File: src/rtl/sub86_muldiv_pkg.sv
// Shared op codes and FSM state encodings for the sub86 multiply/divide unit.
package sub86_pkg;

    localparam logic [1:0] OP_MUL  = 2'b00;
    localparam logic [1:0] OP_IMUL = 2'b01;
    localparam logic [1:0] OP_DIV  = 2'b10;
    localparam logic [1:0] OP_IDIV = 2'b11;

    localparam logic [2:0] S_IDLE = 3'd0;
    localparam logic [2:0] S_PREP = 3'd1;
    localparam logic [2:0] S_MULI = 3'd2;
    localparam logic [2:0] S_DIVI = 3'd3;
    localparam logic [2:0] S_FIX  = 3'd4;
    localparam logic [2:0] S_FIN  = 3'd5;

endpackage

File: src/rtl/sub86_muldiv_if.sv
// Request/response bundle between the sub86 decode stage and the mul/div unit.
interface sub86_muldiv_if #(parameter int unsigned W = 32);

    logic         START;
    logic [1:0]   OP;
    logic [W-1:0] SRCA;
    logic [W-1:0] SRCB;
    logic         BUSY;
    logic         DONE;
    logic [W-1:0] RESLO;
    logic [W-1:0] RESHI;
    logic         ERR;

    modport master (
        output START, OP, SRCA, SRCB,
        input  BUSY, DONE, RESLO, RESHI, ERR
    );

    modport slave (
        input  START, OP, SRCA, SRCB,
        output BUSY, DONE, RESLO, RESHI, ERR
    );

endinterface

File: src/rtl/sub86_muldiv_negw.sv
// Conditional two's-complement negate used for operand magnitudes and sign fix-up.
module sub86_negw #(parameter int unsigned W = 32) (
    input  logic         neg,
    input  logic [W-1:0] din,
    output logic [W-1:0] dout
);

    assign dout = neg ? (~din + 1'b1) : din;

endmodule

File: src/rtl/sub86_muldiv.sv
// Iterative shift-add multiplier and restoring divider for the sub86 core.
// Divide support is built only when SUB86_MULDIV_DIV_EN is defined.
module sub86_muldiv
    import sub86_pkg::*;
#(
    parameter int unsigned W = 32
) (
    input logic            CLK,
    input logic            RSTN,
    sub86_muldiv_if.slave  bus
);

    logic [2:0]     state;
    logic [1:0]     op_r;
    logic [W-1:0]   a_r;
    logic [W-1:0]   b_r;
    logic [2*W-1:0] acc;
    logic [2*W-1:0] mcand;
    logic           neg_res;
    logic [W-1:0]   reslo;
    logic [W-1:0]   reshi;
    logic           err;

    logic           sa;
    logic           sb;
    logic [W-1:0]   a_abs;
    logic [W-1:0]   b_abs;
    logic [2*W-1:0] prod;

    assign sa = op_r[0] & a_r[W-1];
    assign sb = op_r[0] & b_r[W-1];

    sub86_negw #(.W(W))   u_nega (.neg(sa),      .din(a_r), .dout(a_abs));
    sub86_negw #(.W(W))   u_negb (.neg(sb),      .din(b_r), .dout(b_abs));
    sub86_negw #(.W(2*W)) u_negp (.neg(neg_res), .din(acc), .dout(prod));

`ifdef SUB86_MULDIV_DIV_EN
    localparam int unsigned CW = $clog2(W) + 1;

    logic [CW-1:0]  cnt;
    logic           neg_rem;
    logic [W:0]     rem_sh;
    logic [W:0]     diff;
    logic [2*W-1:0] div_next;
    logic [W-1:0]   quo_fix;
    logic [W-1:0]   rem_fix;

    // acc holds {remainder, dividend/quotient}; quotient bits shift in from the right
    assign rem_sh   = acc[2*W-1:W-1];
    assign diff     = rem_sh - {1'b0, b_r};
    assign div_next = diff[W] ? {rem_sh[W-1:0], acc[W-2:0], 1'b0}
                              : {diff[W-1:0],   acc[W-2:0], 1'b1};

    sub86_negw #(.W(W)) u_negq (.neg(neg_res), .din(acc[W-1:0]),   .dout(quo_fix));
    sub86_negw #(.W(W)) u_negr (.neg(neg_rem), .din(acc[2*W-1:W]), .dout(rem_fix));
`endif

    always_ff @(posedge CLK) begin
        if (!RSTN) begin
            state   <= S_IDLE;
            op_r    <= '0;
            a_r     <= '0;
            b_r     <= '0;
            acc     <= '0;
            mcand   <= '0;
            neg_res <= 1'b0;
            reslo   <= '0;
            reshi   <= '0;
            err     <= 1'b0;
`ifdef SUB86_MULDIV_DIV_EN
            cnt     <= '0;
            neg_rem <= 1'b0;
`endif
        end else begin
            case (state)
                S_IDLE: begin
                    if (bus.START) begin
                        op_r  <= bus.OP;
                        a_r   <= bus.SRCA;
                        b_r   <= bus.SRCB;
                        state <= S_PREP;
                    end
                end
                S_PREP: begin
                    neg_res <= sa ^ sb;
                    b_r     <= b_abs;
                    mcand   <= {{W{1'b0}}, a_abs};
                    if (op_r[1]) begin
`ifdef SUB86_MULDIV_DIV_EN
                        neg_rem <= sa;
                        acc     <= {{W{1'b0}}, a_abs};
                        cnt     <= CW'(W);
                        if (b_r == '0) begin
                            err   <= 1'b1;
                            reslo <= '1;
                            reshi <= a_r;
                            state <= S_FIN;
                        end else begin
                            err   <= 1'b0;
                            state <= S_DIVI;
                        end
`else
                        err   <= 1'b1;
                        reslo <= '0;
                        reshi <= '0;
                        state <= S_FIN;
`endif
                    end else begin
                        acc   <= '0;
                        err   <= 1'b0;
                        state <= (b_r == '0) ? S_FIX : S_MULI;
                    end
                end
                S_MULI: begin
                    if (b_r[0]) begin
                        acc <= acc + mcand;
                    end
                    mcand <= mcand << 1;
                    b_r   <= b_r >> 1;
                    if (b_r[W-1:1] == '0) begin
                        state <= S_FIX;
                    end
                end
`ifdef SUB86_MULDIV_DIV_EN
                S_DIVI: begin
                    acc <= div_next;
                    cnt <= cnt - 1'b1;
                    if (cnt == CW'(1)) begin
                        state <= S_FIX;
                    end
                end
`endif
                S_FIX: begin
`ifdef SUB86_MULDIV_DIV_EN
                    if (op_r[1]) begin
                        reslo <= quo_fix;
                        reshi <= rem_fix;
                    end else begin
                        {reshi, reslo} <= prod;
                    end
`else
                    {reshi, reslo} <= prod;
`endif
                    state <= S_FIN;
                end
                S_FIN:   state <= S_IDLE;
                default: state <= S_IDLE;
            endcase
        end
    end

    assign bus.BUSY  = (state != S_IDLE);
    assign bus.DONE  = (state == S_FIN);
    assign bus.RESLO = reslo;
    assign bus.RESHI = reshi;
    assign bus.ERR   = err;

endmodule

File: src/flat_wrapper.sv
// flat-port wrapper written by rule: the top's interface ports become plain ports
module sub86_muldiv_flat import sub86_pkg::*;
#(
    parameter int unsigned W = 32
)
  (CLK, RSTN, bus_START, bus_OP, bus_SRCA, bus_SRCB, bus_BUSY, bus_DONE, bus_RESLO, bus_RESHI, bus_ERR);
  sub86_muldiv_if #(.W(W)) bus_i ();
  input logic CLK;
  input logic RSTN;
  input wire logic [$bits(bus_i.START)-1:0] bus_START;
  input wire logic [$bits(bus_i.OP)-1:0] bus_OP;
  input wire logic [$bits(bus_i.SRCA)-1:0] bus_SRCA;
  input wire logic [$bits(bus_i.SRCB)-1:0] bus_SRCB;
  output wire logic [$bits(bus_i.BUSY)-1:0] bus_BUSY;
  output wire logic [$bits(bus_i.DONE)-1:0] bus_DONE;
  output wire logic [$bits(bus_i.RESLO)-1:0] bus_RESLO;
  output wire logic [$bits(bus_i.RESHI)-1:0] bus_RESHI;
  output wire logic [$bits(bus_i.ERR)-1:0] bus_ERR;
  assign bus_i.START = bus_START;
  assign bus_i.OP = bus_OP;
  assign bus_i.SRCA = bus_SRCA;
  assign bus_i.SRCB = bus_SRCB;
  assign bus_BUSY = bus_i.BUSY;
  assign bus_DONE = bus_i.DONE;
  assign bus_RESLO = bus_i.RESLO;
  assign bus_RESHI = bus_i.RESHI;
  assign bus_ERR = bus_i.ERR;
  sub86_muldiv #(.W(W)) u_core (.CLK(CLK), .RSTN(RSTN), .bus(bus_i));
endmodule
File: config.mk
export PLATFORM = sky130hd
export DESIGN_NAME = sub86_muldiv_flat
export DESIGN_NICKNAME = d
export VERILOG_FILES = /design/src/rtl/sub86_muldiv_pkg.sv /design/src/rtl/sub86_muldiv_if.sv /design/src/rtl/sub86_muldiv_negw.sv /design/src/rtl/sub86_muldiv.sv /design/src/flat_wrapper.sv
export SDC_FILE = /design/constraint.sdc
export NUM_CORES = 1
export LEC_CHECK = 0
export BUFFER_PORTS_ARGS = -buffer_cell sky130_fd_sc_hd__clkbuf_2
export CAP_MARGIN = 20
export CORE_MARGIN = 2
export CORE_UTILIZATION = 30
export CTS_CLUSTER_SIZE = 20
export DETAILED_ROUTE_END_ITERATION = 7
export PLACE_DENSITY = 0.58
export SKIP_LAST_GASP = 1
export SYNTH_ARGS = -nofsm -noshare
export SYNTH_HDL_FRONTEND = slang
export SYNTH_SLANG_ARGS = --single-unit
File: constraint.sdc
create_clock -name CLK -period 3.98 [get_ports CLK]
set_input_delay 0.398 -clock CLK [delete_from_list [all_inputs] [get_ports CLK]]
set_output_delay 0.398 -clock CLK [all_outputs]
set_load 0.005 [all_outputs]
==> summary.md <==
| Metric | Value |
|---|---|
| Outcome | complete, no violations |
| Crit path cell chain | nor4_1, nand3b_1, or4_4, or3_4, or3_4, or2_1, o21ai_1, o21ai_0, xor2_1, a22oi_1, nor2b_1 |
| CTS tree | built |
| Inst Count DP | 2734 |
| Clock share of power | 31.4% |
| CP endpoint kind | register |
| Setup TNS | 0 ps |
| Global-route wire length before repair | 79900 um |
| Post-synth top area cell | dfxtp_1 |
| Clk slew on worst S/H paths | 60 ps |
| Final setup skew | 9.38 ps |
| CTS Buffer Depth | 3 |
| CP dominant cell by count | or3_4 |
| Final hold viol count | 0 |
| DR vias | 15300 |
| Core Area | 0.0527 sq mm |
| Worst VDD drop | 562 uV |
| Gr usage total | 17.5% |
| ANT cells | 0 |
| GRT Max-Usage Layer | met2 |
| Post-synthesis sequential area ratio | 32.8% |
| Net switching power | 3.80 mW |
| Skew-Pair Late Insertion Delay | 570 ps |
| Final core utilization | 35.3% |
| Initial Util | 30.5% |
| Share of layout cells above drive strength 1 | 12.2% |
| Grt ovf | 0 |
| Synth-to-layout area growth | 15.8% |
| Crit path max fanout | 7 |
| Period utilization | 96.4% |
| Maxcap violations | 0 |
| PortBufs | 135 |
| Drt drc | 0 |
| DP HPWL | 36300 um |
| Average wire per standard cell | 18.1 um |
| Final WL | 50500 um |
| Final setup vio count | 0 |
| Sequential Power Share | 34.6% |
| Root Buffer | clkbuf_16 |
| Top-count cell post-synth | dfxtp_1 |
| Met3 track demand over resource | 1.99% |
| LEAKAGE | 7.29 nW |
| I/O pin total | 136 |
| Hold Path Class | in -> reg |
| Crit-path leading delay family | simple AND/OR/NAND/NOR gates |
| Clk sinks | 263 |
| Startpoint Class | register |
| DR pass1 iterations | 5 |
| Register bit total from synthesis | 263 |
| Logic pwr share | 34.0% |
| Antenna Violating Nets Remaining | 0 |
| WP buf/inv | 0 |
| Post-Layout Cell Count | 2794 |
| Syn. warnings | 0 |
| Mapped Area | 0.0160 sq mm |
| Max Fclk | 0.261 GHz |
| Asr flop ratio synth | 0% |
| Post-synth cell types | 60 |
| Htree depth | 1 |
| DRT iter0 DRCs | 1129 |
| Critical path data required time | 4440 ps |
| Via density | 5.47 |
| Switching Share | 39.7% |
| Rel. slew slack | 27.9% |
| RSZ-0062 raised after global routing | false |
| Register-to-Register Path Depth | 11 |
| GR Util met1 | 24.8% |
| Mapped Cells | 2013 |
| RD Place Congestion | 0.889 |
| Max stage delay on crit path | 550 ps |
| Post-synth EDFFs | 0 |
| WP depth | 11 |
| Main flop type after synthesis | dfxtp_1 |
| Syn Area/Cell | 7.97 sq um |
| Period minus WS final | 3840 ps |
| Slowest cell on crit path | or4_4 |
| Die ar. | 0.0553 sq mm |
| Met2 Usage GRT | 28.2% |
| Slew Limit Fails | 0 |
| Worst hold margin | 56.2 ps |
| Power Density | 516 mW/mm^2 |
| Nets | 2219 |
| Yosys top cell area share | 32.8% |
| Measured slew at the worst slew-check pin | 1080 ps |
| Internal power | 5.78 mW |
| Synthesized net count | 2149 |
| Die width | 235 um |
| Largest net degree at the start of global routing | 167 |
| Cell Rows | 84 |
| Synth top cells by count | dfxtp_1, nand2_1, o21ai_0 |
| Vias in the first global route | 14400 |
| Crit path DAT | 4300 ps |
| Hold depth | 3 |
| WS Path Type | reg -> reg |
| Clock buffer count from CTS | 31 |
| Die Ht | 235 um |
| Initial antenna violation count | 1 |
| Largest cells by area after synthesis | dfxtp_1, a22oi_1, o21ai_0 |
-- per-layer routing --
layer | up-vias | part of all wire (%)
li1 | 7439 | -
met1 | 7355 | 48
met2 | 413 | 45
met3 | 77 | 4.6
met4 | 0 | 2.5
met5 | - | 0
-- cell type report --
type / instances / area (sq um)
Fill cell: 5455 / 34100
Multi-Input combinational cell: 1582 / 10200
Sequential cell: 263 / 5270
Timing Repair Buffer: 170 / 1030
Clock buffer: 39 / 866
Tap cell: 688 / 861
Clock inverter: 17 / 206
Inverter: 35 / 131
-- tightest hold or removal path, cell delays in order --
cell	delay, ps
clkbuf_2	80
nand2_1	40
a21boi_0	60
-- repair_timing --
action,in CTS,in global routing
buffers inserted,0,0
hold buffers,0,0
gates resized for setup,0,6
endpoints found under the setup margin,0,11
-- power by group through the flow --
| stage | clock (mW) | sequential (mW) | combinational (mW) |
|---|---|---|---|
| 6_report | 3.00 | 3.31 | 3.26 |
| 5_1_grt | 3.17 | 3.36 | 3.66 |
| 4_1_cts | 3.07 | 3.30 | 3.14 |
| 3_5_place_dp | 0 | 3.36 | 3.13 |
| 3_3_place_gp | 0 | 3.35 | 3.08 |
| 2_1_floorplan | 0 | 3.20 | 2.38 |
-- stage by stage --
| stage | instance area [sq um] | setup slack [ps] | power (mW) |
|---|---|---|---|
| floorplan | 16000 | 421 | 5.57 |
| global placement | 17400 | 255 | 6.43 |
| detailed placement | 17400 | 202 | 6.49 |
| CTS | 18400 | 183 | 9.51 |
| global route | 18600 | 8.27 | 10.2 |
| finish | 18600 | 144 | 9.57 |
-- cells in the final DEF, fill, tap and decap left out, types with 52 or more instances in the layout --
cell type	count
nor3_1	59
a22oi_1	151
nor2_1	90
clkbuf_2	134
nand2_1	198
a21boi_0	52
and2_1	57
xnor2_1	98
xor2_1	54
ha_1	66
nor2b_1	131
o21ai_0	177
dfxtp_1	262
a21oi_1	116
-- cell families (layout without fill, tap and decap cells) --
group                    after synthesis  after routing  synth area share (%)
XOR/XNOR                             152            152                  8.30
buffers and inverters                168            261                  3.93
AND/OR/NAND/NOR                      686            686                  21.9
adder cells (fa/ha/maj)               67             67                  5.27
flip-flops                           263            263                  32.8
AO/OA/AOI/OAI                        676            676                  27.7
multiplexers                           1              1                0.0624
-- final timing paths --
kind	slack [ps]	to	from
max	140	u_core.bus.RESHI[18]	u_core.acc[3]
min	60	u_core.a_r[8]	bus_SRCA[8]
max reg2reg	140	u_core.bus.RESHI[18]	u_core.acc[3]
min reg2reg	470	u_core.bus.RESHI[25]	u_core.bus.RESHI[25]
-- registers in the layout, summed over array words and instances, names as in the netlist, 2 cells and up --
register and flops:
u_core.acc 64, u_core.mcand 64, u_core.a_r 32, u_core.b_r 32
u_core.bus.RESHI 32, u_core.bus.RESLO 32, u_core.state 3, u_core.op_r 2
(Power assumes the default switching activity.)
